==> src/rtl/fetch_unit.sv <==
// Instruction-fetch stage: owns the PC, talks to a variable-latency instruction memory
// over req/ready, and feeds decode. Optional perf counters under `FETCH_PERF_CNT_EN.
module fetch_unit #(
  parameter int               WIDTH    = 32,
  parameter logic [WIDTH-1:0] RESET_PC = '0
) (
  input  logic             FU_CLK,
  input  logic             FU_RST,
  input  logic             FU_StallF,
  input  logic [1:0]       FU_PcSrc,
  input  logic [WIDTH-1:0] FU_PcBranchD,
  input  logic [WIDTH-1:0] FU_PcJumpD,
  input  logic [WIDTH-1:0] FU_IMemRdata,
  input  logic             FU_IMemReady,
  output logic             FU_IMemReq,
  output logic [WIDTH-1:0] FU_IMemAddr,
  output logic [WIDTH-1:0] FU_PCF,
  output logic [WIDTH-1:0] FU_PCPLUS4F,
  output logic [WIDTH-1:0] FU_InstrF,
  output logic             FU_InstrValidF
`ifdef FETCH_PERF_CNT_EN
  ,
  output logic [31:0]      FU_InstrCount,
  output logic [31:0]      FU_BubbleCount
`endif
);

  typedef enum logic [1:0] {RSTW, FETCH, HOLD} state_t;

  state_t           r_state, w_state_nxt;
  logic [WIDTH-1:0] r_pcf, w_pcf_nxt;
  logic [WIDTH-1:0] r_buf, w_buf_nxt;
  logic             r_pending, w_pending_nxt;
  logic [WIDTH-1:0] r_pend_tgt, w_pend_tgt_nxt;

  logic [WIDTH-1:0] w_pcplus4;
  logic [WIDTH-1:0] w_sel_raw;
  logic [WIDTH-1:0] w_next_pc;
  logic             w_redirect;
  logic             w_live;
  logic             w_valid;

  assign w_pcplus4  = r_pcf + WIDTH'(4);
  // Jump beats branch when both bits are set.
  assign w_sel_raw  = FU_PcSrc[1] ? FU_PcJumpD :
                      FU_PcSrc[0] ? FU_PcBranchD : w_pcplus4;
  assign w_next_pc  = w_sel_raw & ~WIDTH'(3);
  assign w_redirect = ~FU_StallF & (|FU_PcSrc);
  assign w_live     = FU_IMemReady & ~r_pending;

  // NOTE: every signal gets a default before the case so no path leaves one unassigned
  // (that would infer a latch).
  always_comb begin
    w_state_nxt    = r_state;
    w_pcf_nxt      = r_pcf;
    w_buf_nxt      = r_buf;
    w_pending_nxt  = r_pending;
    w_pend_tgt_nxt = r_pend_tgt;
    FU_IMemReq     = 1'b0;
    FU_InstrF      = '0;
    w_valid        = 1'b0;
    case (r_state)
      RSTW: w_state_nxt = FETCH;
      FETCH: begin
        FU_IMemReq = 1'b1;
        w_valid    = w_live;
        FU_InstrF  = w_live ? FU_IMemRdata : '0;
        if (FU_IMemReady) begin
          if (r_pending) begin
            // Wrong-path word returns: drop it and steer to the newest redirect.
            w_pcf_nxt     = w_redirect ? w_next_pc : r_pend_tgt;
            w_pending_nxt = 1'b0;
          end else if (!FU_StallF) begin
            w_pcf_nxt = w_next_pc;
          end else begin
            w_buf_nxt   = FU_IMemRdata;
            w_state_nxt = HOLD;
          end
        end else if (w_redirect) begin
          // The outstanding request cannot be aborted, so IMemAddr must stay put.
          w_pending_nxt  = 1'b1;
          w_pend_tgt_nxt = w_next_pc;
        end
      end
      HOLD: begin
        FU_InstrF = r_buf;
        w_valid   = 1'b1;
        if (!FU_StallF) begin
          w_pcf_nxt   = w_next_pc;
          w_state_nxt = FETCH;
        end
      end
      default: w_state_nxt = RSTW;
    endcase
  end

  // NOTE: sequential state uses non-blocking assignments only; the instruction buffer is
  // reset as well so HOLD can never present stale data from before reset.
  always_ff @(posedge FU_CLK or negedge FU_RST) begin
    if (!FU_RST) begin
      r_state    <= RSTW;
      r_pcf      <= RESET_PC;
      r_buf      <= '0;
      r_pending  <= 1'b0;
      r_pend_tgt <= '0;
    end else begin
      r_state    <= w_state_nxt;
      r_pcf      <= w_pcf_nxt;
      r_buf      <= w_buf_nxt;
      r_pending  <= w_pending_nxt;
      r_pend_tgt <= w_pend_tgt_nxt;
    end
  end

  assign FU_IMemAddr    = r_pcf;
  assign FU_PCF         = r_pcf;
  assign FU_PCPLUS4F    = w_pcplus4;
  assign FU_InstrValidF = w_valid;

`ifdef FETCH_PERF_CNT_EN
  logic [31:0] r_instr_cnt, r_bubble_cnt;
  logic        w_cnt_instr, w_cnt_bubble;

  assign w_cnt_instr  = w_valid & ~FU_StallF & ~r_pending;
  assign w_cnt_bubble = (r_state == FETCH) & ~w_valid & ~FU_StallF;

  always_ff @(posedge FU_CLK or negedge FU_RST) begin
    if (!FU_RST) begin
      r_instr_cnt  <= '0;
      r_bubble_cnt <= '0;
    end else begin
      if (w_cnt_instr && (r_instr_cnt != '1))   r_instr_cnt  <= r_instr_cnt + 32'd1;
      if (w_cnt_bubble && (r_bubble_cnt != '1)) r_bubble_cnt <= r_bubble_cnt + 32'd1;
    end
  end

  assign FU_InstrCount  = r_instr_cnt;
  assign FU_BubbleCount = r_bubble_cnt;
`endif

endmodule

==> config.mk <==
export PLATFORM = sky130hd
export DESIGN_NAME = fetch_unit
export DESIGN_NICKNAME = d
export VERILOG_FILES = /design/src/rtl/fetch_unit.sv
export SDC_FILE = /design/constraint.sdc
export NUM_CORES = 1
export LEC_CHECK = 0
export CORE_MARGIN = 1
export CORE_UTILIZATION = 49
export CTS_CLUSTER_DIAMETER = 50
export DETAILED_ROUTE_END_ITERATION = 10
export GPL_TIMING_DRIVEN = 1
export PLACE_DENSITY = 0.87
export SLEW_MARGIN = 20
export SYNTH_ARGS = -nofsm -noshare
export SYNTH_HDL_FRONTEND = slang
export SYNTH_SLANG_ARGS = --single-unit
==> constraint.sdc <==
create_clock -name FU_CLK -period 4.2 [get_ports FU_CLK]
set_input_delay 0.84 -clock FU_CLK [delete_from_list [all_inputs] [get_ports FU_CLK]]
set_output_delay 0.84 -clock FU_CLK [all_outputs]
set_load 0.01 [all_outputs]
==> out/results.tsv <==
stage	metric	value	unit
run_status	status	finished clean	
logic_synthesis	ys_warn_count	0	
detailed_routing	num_vias	6354	
sta	post-route-min-period	3.92	ns
sta	setup_viol_count_final	0	
cts	post-cts-setup-buffer-count	0	
grt	grt_pass1_wl	31300	µm
logic_synthesis	post_synth.cell_area_avg	8.92	µm²
logic_synthesis	synth-edff-count	0	
sta	timing.fmax	255	MHz
floorplan	placement_rows	41	
logic_synthesis	cells_after_synth	707	
logic_synthesis	ys_types	61	
detailed_routing	first_iter_violations	516	
floorplan	top_level_ports	232	
detailed_routing	drc	0	
placed_design	gp_routability_congestion	0.893	
finish	syn2layout_area_growth	39.3	%
power	power.leakage	3.43	nW
cts	clkLatencyLatePin	0.35	ns
floorplan	floorplan.core_area	12600	µm²
worst_setup_path	cpPeakStageDelay	0.58	ns
worst_setup_path	critical_path_arrival	3.08	ns
cts	tritoncts_buffers	9	
logic_synthesis	ys_seq_area_share	39.3	%
grt	pin_count_of_the_biggest_net_entering_global_routing	85	
logic_synthesis	synth_nets	814	
floorplan	start_util	50.2	%
worst_setup_path	reg2reg_slack	1.53	ns
detailed_routing	final_antenna_net_count	0	
logic_synthesis	ys_ff_latch	99	
grt	antenna_found_initial	0	
floorplan	die_outline_area	13300	µm²
cts	ctsHtreeMaxLevel	3	
worst_setup_path	timing.reg2reg.worst_path_depth	6	
worst_setup_path	worstPathCellList	ha_1 -> nand3_1 -> or3_1 -> nor3_1 -> xor2_1 -> clkdlybuf4s50_1	
grt	number_of_global_route_vias_before_repair	6066	
cts	post_cts_hold_buffer_count	0	
logic_synthesis	synth_top_cells_by_count	dfrtp_1 (99), nand2_1 (57), o21ai_0 (49), nor2_1 (47)	
finish	final_net_count	980	
placed_design	place.port_buffers	227	
worst_setup_path	worst-endpoint-required	3.36	ns
placed_design	dp_hpwl	14200	µm
sta	timing.setup.tns	0	ns
worst_setup_path	critical-path-slowest-cell	clkdlybuf4s50_1	
sta	finalCritPeriodShare	93.3	%
worst_setup_path	setup.worst_path.start_class	register	
logic_synthesis	synth.cell_area	6310	µm²
sta	timing.max_slew.rel_slack	45.5	%
hold_path	hp-class	reg -> reg	
floorplan	die_y	115	µm
sta	finalMaxSlewViolations	0	
floorplan	chipWidth	115	µm
logic_synthesis	synthMostInstantiatedCell	dfrtp_1	
grt	track_usage	30.8	%
finish	antenna_cells_inserted	0	
worst_setup_path	timing_worst_setup_path_type	reg -> out	
worst_setup_path	crit_path_max_fanout	9	
worst_setup_path	end_kind	output port	
detailed_routing	route.final.wire_length	20300	µm
detailed_routing	detail_route.first_pass.iterations	5	
cts	cts-resized-gates	0	
worst_setup_path	critical_path.reg2reg.endpoint	FU_IMemAddr[28]	
logic_synthesis	netlist_top_cells_area	dfrtp_1 (39%), mux2_2 (7.0%), a22oi_1 (5.5%)	
run	maxCapViolCount	0	
worst_setup_path	worst_setup_path_startpoint	FU_IMemAddr[2]	
logic_synthesis	synth_largest_type_area_fraction	39.3	%
logic_synthesis	synth.largest_area_cell	dfrtp_1	
worst_setup_path	timing.critical_path.to	FU_PCPLUS4F[22]	
sta	worst-slew-pin-transition	0.817	ns
logic_synthesis	async_reset_ff_share	100	%
cts	tritoncts_clock_tree	done	
cts	clk_pin_slew	0.07	ns
sta	timing.clock.skew	0.00676	ns
detailed_routing	wl_cell	19.3	µm
sta	rsz0062_at_grt	false	
sta	hold_viol	0	
power	post-layout-total-power	5.93	mW
logic_synthesis	postSynth.topFlopCell	dfrtp_1	
finish	share_of_layout_cells_above_drive_strength_1	10.4	%
grt	globalRouteOverflowTotal	0	
cts	clock_path_buffers	2	
cts	cts_sinks	99	
worst_setup_path	worst_r2r_startpoint	FU_IMemAddr[2]	
detailed_routing	vias_per_cell	6.05	
power	power-per-cell-area	675	nW/µm²
power	vdd_ir_max	0.335	mV
cts	ctsRootBufferMaster	clkbuf_16	
finish	finish.utilization	69.9	%
layout make-up:
cell class                      count  area (µm²)
Fill cell                         975        3780
Timing Repair Buffer              246        2430
Tap cell                          172         215
Clock buffer                       10         239
Multi-Input combinational cell    509        3330
Inverter                            8        30.0
Clock inverter                      6        65.1
Sequential cell                    99        2480
cell families after synthesis:
logic type	after synthesis	share of synthesized area [%]
buf+inv	99	8.07
xor+xnor	20	2.78
flops	99	39.3
fa+ha+maj	5	0.992
simple gates	240	19.6
compound gates	199	21.4
mux	45	7.91
stage by stage:
step	hold slack [ns]	cell area (µm²)	worst slack [ns]	std cells
floorplan	0.446	6310	1.24	707
global placement	0.463	8480	0.624	1034
detailed placement	0.475	8480	0.602	1034
CTS	0.490	8780	0.324	1050
global route	0.513	8790	0.191	1050
finish	0.495	8790	0.282	1050
power by group:
part	switching (mW)	total, mW	internal [mW]
Combinational	1.44	3.12	1.68
Clock	0.368	0.845	0.477
Sequential	0.554	1.96	1.41
registers in the layout, summed over array words and instances (netlist names):
register     flops
r_pend_tgt      32
r_state          2
FU_IMemAddr     32
r_buf           32
r_pending        1
critical path, delay by kind of cell (launching register included):
kind	cells	cell delay, ns
XOR/XNOR	1	0.27
adder cells (fa/ha/maj)	1	0.31
flip-flops	1	0.50
buffers and inverters	1	0.58
AND/OR/NAND/NOR	3	1.06
layer usage:
metal | vias to the layer above | part of all wire (%) | GRT usage (%)
li1 | 2892 | - | -
met1 | 3024 | 39 | 38.4
met2 | 399 | 47 | 50.4
met3 | 39 | 11 | 8.00
met4 | 0 | 3.0 | 13.7
met5 | - | 0 | 0
cells in the final DEF, fill, tap and decap left out, types with 5 or more instances in the layout:
| master | count |
|---|---|
| a31oi_1 | 14 |
| buf_4 | 18 |
| mux2i_1 | 6 |
| nor3_1 | 18 |
| a21oi_1 | 20 |
| or2_2 | 5 |
| a32oi_1 | 5 |
| mux2_2 | 39 |
| o22ai_1 | 14 |
| o21a_1 | 5 |
| a2bb2oi_1 | 5 |
| o21ai_0 | 49 |
| nand3_1 | 20 |
| and3_1 | 8 |
| clkdlybuf4s50_1 | 226 |
| nor2_1 | 46 |
| ha_1 | 5 |
| a22oi_1 | 46 |
| xor2_1 | 12 |
| nor4_1 | 5 |
| nor2b_1 | 34 |
| or3_1 | 5 |
| inv_1 | 8 |
| xnor2_1 | 8 |
| nand4_1 | 12 |
| nand2_1 | 57 |
| nand2b_1 | 8 |
| dfrtp_1 | 99 |
| clkbuf_16 | 9 |
worst min path at each step:
stage,startpoint,to,depth (start not counted),slack (ns)
2_1_floorplan,r_pend_tgt[4],r_pend_tgt[4],2,0.45
3_3_place_gp,r_pend_tgt[4],r_pend_tgt[4],2,0.46
3_5_place_dp,r_pend_tgt[0],r_pend_tgt[0],1,0.48
4_1_cts,r_pend_tgt[0],r_pend_tgt[0],1,0.49
5_1_grt,r_pend_tgt[4],r_pend_tgt[4],2,0.51
6_report,r_pend_tgt[0],r_pend_tgt[0],1,0.50
Note: power is estimated with default switching activity, not from simulation.
